===== src/rtl/bit_scan_pipe.sv =====
// bit_scan_pipe: two-stage pipelined MSB/LSB finder with valid/ready flow control.
// Stage 1 reduces each G-bit group to a nonzero flag plus a local index.
// Stage 2 picks the winning group and forms the absolute bit position.
module bit_scan_pipe #(
  parameter int N = 64,
  parameter int G = 8,
  parameter int W = 8
) (
  input  logic         clk,
  input  logic         rst,
  input  logic         in_valid,
  output logic         in_ready,
  input  logic [N-1:0] input_num,
  input  logic         mode,
  output logic         out_valid,
  input  logic         out_ready,
  output logic [W-1:0] output_pos,
  output logic         output_zero,
  output logic         output_mode
);

  localparam int NG = N / G;
  localparam int LG = $clog2(G);

  // Stage 1 combinational group results, computed from the raw input.
  logic [NG-1:0]    grp_nz_d;
  logic [NG*LG-1:0] grp_li_d;

  // Stage 1 register (S1).
  logic             v1_q;
  logic [NG-1:0]    s1_nz_q;
  logic [NG*LG-1:0] s1_li_q;
  logic             s1_mode_q;

  // Stage 2 register (S2), which drives the outputs directly.
  logic             v2_q;
  logic [W-1:0]     s2_pos_q;
  logic             s2_zero_q;
  logic             s2_mode_q;

  // Stage 2 combinational selection from S1.
  logic [W-1:0]     sel_pos_d;
  logic             sel_zero_d;

  // Handshake control.
  logic             in_xfer;
  logic             s2_load;

  generate
    for (genvar gi = 0; gi < NG; gi++) begin : g_grp
      logic [G-1:0]  bits;
      logic [LG-1:0] li;

      assign bits = input_num[gi*G +: G];
      assign grp_nz_d[gi] = |bits;
      assign grp_li_d[gi*LG +: LG] = li;

      // Local priority encode: the last match in scan order wins.
      always_comb begin
        li = '0;
        if (mode) begin
          for (int j = G - 1; j >= 0; j--) begin
            if (bits[j]) li = LG'(j);
          end
        end else begin
          for (int j = 0; j < G; j++) begin
            if (bits[j]) li = LG'(j);
          end
        end
      end
    end
  endgenerate

  // Group selection: highest nonzero group for MSB, lowest for LSB.
  always_comb begin
    sel_pos_d  = '0;
    sel_zero_d = ~|s1_nz_q;
    if (s1_mode_q) begin
      for (int k = NG - 1; k >= 0; k--) begin
        if (s1_nz_q[k]) sel_pos_d = W'(k * G) + W'(s1_li_q[k*LG +: LG]);
      end
    end else begin
      for (int k = 0; k < NG; k++) begin
        if (s1_nz_q[k]) sel_pos_d = W'(k * G) + W'(s1_li_q[k*LG +: LG]);
      end
    end
  end

  // S2 accepts whenever it is empty or its result leaves this cycle;
  // S1 is then free to take a new word on the same edge.
  assign s2_load  = v1_q & (~v2_q | out_ready);
  assign in_ready = ~v1_q | ~v2_q | out_ready;
  assign in_xfer  = in_valid & in_ready;

  // S1: capture group summaries on input transfer, drain into S2.
  always_ff @(posedge clk or posedge rst) begin
    if (rst) begin
      v1_q      <= 1'b0;
      s1_nz_q   <= '0;
      s1_li_q   <= '0;
      s1_mode_q <= 1'b0;
    end else begin
      if (in_xfer) begin
        v1_q      <= 1'b1;
        s1_nz_q   <= grp_nz_d;
        s1_li_q   <= grp_li_d;
        s1_mode_q <= mode;
      end else if (s2_load) begin
        v1_q <= 1'b0;
      end
    end
  end

  // S2: load the selected result; hold while the consumer stalls.
  always_ff @(posedge clk or posedge rst) begin
    if (rst) begin
      v2_q      <= 1'b0;
      s2_pos_q  <= '0;
      s2_zero_q <= 1'b0;
      s2_mode_q <= 1'b0;
    end else begin
      if (s2_load) begin
        v2_q      <= 1'b1;
        s2_pos_q  <= sel_pos_d;
        s2_zero_q <= sel_zero_d;
        s2_mode_q <= s1_mode_q;
      end else if (out_ready) begin
        v2_q <= 1'b0;
      end
    end
  end

  assign out_valid   = v2_q;
  assign output_pos  = s2_pos_q;
  assign output_zero = s2_zero_q;
  assign output_mode = s2_mode_q;

endmodule


===== config.mk =====
export PLATFORM = sky130hd
export DESIGN_NAME = bit_scan_pipe
export DESIGN_NICKNAME = d
export VERILOG_FILES = /design/src/rtl/bit_scan_pipe.sv
export SDC_FILE = /design/constraint.sdc
export NUM_CORES = 1
export LEC_CHECK = 0
export CAP_MARGIN = 5
export CORE_MARGIN = 10
export CORE_UTILIZATION = 40
export CTS_CLUSTER_SIZE = 16
export DETAILED_ROUTE_END_ITERATION = 16
export PLACE_DENSITY_LB_ADDON = 0.3
export REMOVE_ABC_BUFFERS = 1
export SYNTH_ARGS = -nofsm -noshare
export SYNTH_HDL_FRONTEND = slang
export SYNTH_SLANG_ARGS = --single-unit

===== constraint.sdc =====
create_clock -name clk -period 1.53 [get_ports clk]
set_input_delay 0.459 -clock clk [delete_from_list [all_inputs] [get_ports clk]]
set_output_delay 0.459 -clock clk [all_outputs]
set_load 0.01 [all_outputs]

## Word-level counts from Yosys, hierarchy flattened

Index checks and enable logic that the tools add are counted.
Widths: inputs -> output; s select.

| storage, ports and cells | value |
|---|---|
| bits in registers | 45 |
| logic and storage cells | 183 |

| operators by class | value |
|---|---|
| mux-type cells | 149 |
| reductions and logical operators | 12 |
| bitwise gates (word level) | 7 |
| add/sub/neg operators | 7 |

Operators with widths:

| kind | count |
|---|---|
| $mux 3 | 121 |
| $mux 8 | 15 |
| $reduce_or 8->1 | 9 |
| $add 6x3->7 const A | 4 |
| $add 5x3->6 const A | 2 |
| $mux 1 | 12 |
| $mux 7 | 1 |
| $add 4x3->5 const A | 1 |
| $reduce_bool 2->1 | 2 |
| $or 1x1->1 | 3 |
| $and 1x1->1 | 2 |
| $not 1->1 | 2 |
| $logic_not 1->1 | 1 |

## Depth between registers and ports, before layout

| depth | value |
|---|---|
| depth in word-level cells | 10 |
| mapped depth | 7 |

## Worst setup path after synthesis

OpenSTA, ideal clock, no wires.

| timing | value |
|---|---|
| kind | in2reg |
| start point | in out_ready |
| end point | reg s1_li_q[9] |
| data arrival time | 1427 ps |
| required time | 1429 ps |
| library setup time | 101 ps |
| cell stages on the path | 7 |
| setup slack | 2 ps |
| cell sequence | nand3b_1 > and2_1 > buf_4 > nand2_2 > buf_4 > o21ai_1 > o32ai_1 |

| on the way | value |
|---|---|
| cells in the longest elaborated chain, start to end | 2 |

Ends and longest elaborated chain:

| item | line | text |
|---|---|---|
| start, declared | 16 | `input logic out_ready,` |
| $or 1x1->1 | 92 | `assign in_ready = ~v1_q \| ~v2_q \| out_ready;` |
| $and 1x1->1 | 93 | `assign in_xfer = in_valid & in_ready;` |
| end signal, assigned | 106 | `s1_li_q <= grp_li_d;` |
| end, declared | 32 | `logic [NG*LG-1:0] s1_li_q;` |

Every way passes these cells.
A chain may end at the register's enable or synchronous reset.

## Worst setup path after layout

| timing | value |
|---|---|
| start point | reg s1_nz_q[3] |
| end point | reg s2_pos_q[1] (netlist: output_pos[1]) |

| on the way | value |
|---|---|
| cells in the longest elaborated chain, start to end | 6 |

Ends and longest elaborated chain:

| item | line | text |
|---|---|---|
| start, declared | 31 | `logic [NG-1:0] s1_nz_q;` |
| start signal, assigned | 105 | `s1_nz_q <= grp_nz_d;` |
| $mux 8 (5 in a row) | 84 | `if (s1_nz_q[k]) sel_pos_d = W'(k * G) + W'(s1_li_q[k*LG +: LG]);` |
| $mux 8 (*) | 78 | `if (s1_mode_q) begin` |
| end signal, assigned | 124 | `s2_pos_q <= sel_pos_d;` |
| end, declared | 37 | `logic [W-1:0] s2_pos_q;` |

Every way passes the cells marked *; elsewhere a longest branch is shown, timed or not.

==> metrics.yaml <==
postSynthCellCount: 367
drive_gt1_frac: 0.2505
diodes: 0
arrival_ps: 1730
end_kind: "flip-flop"
top_layer: "met4"
fin_ws_ps: -12.07
die_height_um: 106.9
grt_overflow: 0
dr_wl_met2_um: 5134
clock-sinks: 43
clk_latency_ps: 300
startpoint_type: "flip-flop"
nNetsFinal: 591
drv_cap: 0
core_mm2: 0.007292
cp_max_fo: 3
grt_pass1_vias: 3519
drt_iter0_drc: 281
cts_root_buf: "clkbuf_8"
grt_pass1_wl_um: 16930
num_rows: 31
die_w_um: 106.9
path_class: "flip-flop to flip-flop"
clkTransAtPathRegs_ps: 90
synth_edf_count: 0
grt_max_degree: 44
clock.fmax_ghz: 0.6485
regArea_mm2: 0.001080
drcViolationCount: 0
antenna_found_initial: 0
path_buf_inv: 1
ys.warnings.count: 0
synth_top_cells_by_area: "dfrtp_1 36%, a21oi_1 6.0%, nor2_1 5.6%"
synth_largest_area_cell: "dfrtp_1"
ff2ff_setup_slack_ps: -10
async_flop_share: 1.000
min_period_ps: 1542
wl_per_cell_um: 16.82
fin_crit_sh: 1.008
wl_met1_um: 4741
cp_slowest_cell: "a222oi_1"
io_buffer_count: 78
max_stage_delay_ps: 430
multi_input_area_mm2: 0.001877
clockBufferDepth: 2
cp_top_family: "simple AND/OR/NAND/NOR gates"
fin_area_mm2: 0.004852
placed_area_mm2: 0.004511
final_antenna_net_count: 0
initial_core_util: 0.4139
place_congestion: 0.8659
synth.avg_cell_area_um2: 8.223
num_vias: 3502
yosysSeqAreaShare: 0.3566
failed_checks: "setup timing"
rsz0062_at_grt: "yes"
grt_use_total: 0.1784
dp_hpwl_um: 7859
postCtsHoldBufs: 0
pin_count: 81
final_cell_mix: "80 x buf_4, 66 x clkdlybuf4s50_1, 42 x nor2_1"
finalMaxSlewViolations: 0
fin_skew_ps: 12.98
cts_tree: "done"
final_common_cell: "buf_4"
crit_chain: "nor2b_1 -> buf_4 -> a222oi_1 -> and4_1 -> nor3_1"
hold_class: "flip-flop to flip-flop"
worstPathRequired_ps: 1720
htreeDepth: 2
via_per_inst: 5.630
area.growth.synth_to_final_pct: 60.78
hold_viol: 0
power_density_mw_per_mm2: 716.3
synth_top_area_share: 0.3566
p_leak_uw: 0.002127
synth_area_mm2: 0.003018
status: "finished with violations"
synth.distinct_cells: 48
final_util: 0.6654
wl_um: 10460
finalSetupViolCount: 1
fillers: 649
first_pass_iters: 4
synth-seq-cells: 43
met3WireLength_um: 450
synth_flop_cell: "dfrtp_1"
dieArea_mm2: 0.01142
cts_buffers: 5
irDropWorstVdd_mv: 0.5525
## layout make-up
| cell class | count | area share |
|---|---|---|
| multi-input cells | 283 | 0.3868 |
| repair buffers | 169 | 0.3265 |
| flip-flops and latches | 43 | 0.2225 |
| well taps | 99 | 0.02553 |
| inverters | 20 | 0.01547 |
| clock buffers | 5 | 0.01418 |
| clock inverters | 3 | 0.009025 |
## per-layer routing
metal  track usage  vias to the layer above
met5             0                        -
met4       0.03965                        0
met3       0.03293                       15
met2        0.3051                       85
met1        0.2275                     1673
li1              -                     1729
## worst reg2reg max path: stages (launching register included)
cell      delay (ps)
dfrtp_1          410
nor2b_1          160
buf_4            140
a222oi_1         430
and4_1           250
nor3_1            40
## registers in the layout, indices dropped and copies added (netlist names)
signal / cells
s1_li_q: 24
s1_nz_q: 8
output_pos: 6
out_valid: 1
output_mode: 1
output_zero: 1
s1_mode_q: 1
v1_q: 1
## logic make-up after synthesis
| family | count (synthesis) | share of synthesized area |
|---|---|---|
| other cells | 1 | 0.001243 |
| simple gates | 110 | 0.1708 |
| flops | 43 | 0.3565 |
| compound gates | 171 | 0.4071 |
| buf+inv | 42 | 0.06426 |
## path summary, 6_finish.rpt
| kind | startpoint | depth (start not counted) | endpoint |
|---|---|---|---|
| setup reg to reg | s1_nz_q[3]$_DFFE_PP0P_ | 5 | output_pos[1]$_DFFE_PP0P_ |
| max in group asynchronous | rst | 3 | s1_nz_q[7]$_DFFE_PP0P_ |
| min in group asynchronous | rst | 3 | v1_q$_DFFE_PP0P_ |
| setup / recovery | s1_nz_q[3]$_DFFE_PP0P_ | 5 | output_pos[1]$_DFFE_PP0P_ |
| hold / removal | output_zero$_DFFE_PP0P_ | 2 | output_zero$_DFFE_PP0P_ |
| hold reg to reg | output_zero$_DFFE_PP0P_ | 2 | output_zero$_DFFE_PP0P_ |
## stage by stage
| stage | hold slack (ps) | worst slack (ps) | total power (uW) | cells | TNS [ps] |
|---|---|---|---|---|---|
| finish | 478.7 | -12.07 | 3476 | 622 | -12.07 |
| global route | 503.8 | -76.43 | 3663 | 622 | -170.7 |
| CTS | 487.8 | -17.02 | 3470 | 621 | -17.02 |
| detailed placement | 473.9 | -552.7 | 2513 | 610 | -15790 |
| global placement | 459.3 | -517.0 | 2480 | 610 | -14140 |
| floorplan | 462.8 | -299.4 | 1847 | 346 | -6592 |
## power by group
part	total, uW	switching, uW	internal (uW)
clock	917	430	487
combinational	1140	507	629
sequential	1420	138	1280
total	3480	1080	2400
## cell usage after synthesis (2+ instances only)
cell type,number
a21o_1,15
a22oi_1,5
nor2b_1,9
a21oi_1,36
a311oi_1,2
or3_1,3
o211ai_1,3
inv_1,20
a221oi_1,11
o32ai_1,6
a22o_1,5
a211oi_1,14
clkbuf_1,8
and4_1,2
nand3_1,2
a41oi_1,8
nor2_1,45
dfrtp_1,43
o31ai_1,12
o21bai_1,13
nor3_1,3
nand2b_1,7
a2111oi_2,2
nand2_1,25
o21ai_0,4
o31a_1,2
a31oi_1,3
o22ai_1,8
buf_4,4
a2bb2oi_1,2
o21ai_1,9
a221o_1,4
a222oi_1,3
buf_2,8
nor4_1,8
## repair_timing
action	4_1_cts	5_1_grt
hold endpoints to repair	0	0
cloned	3	0
pin swaps	4	8
setup buffers	0	1
resized for setup	31	20
setup endpoints to repair	45	13
(Power assumes the default switching activity.)
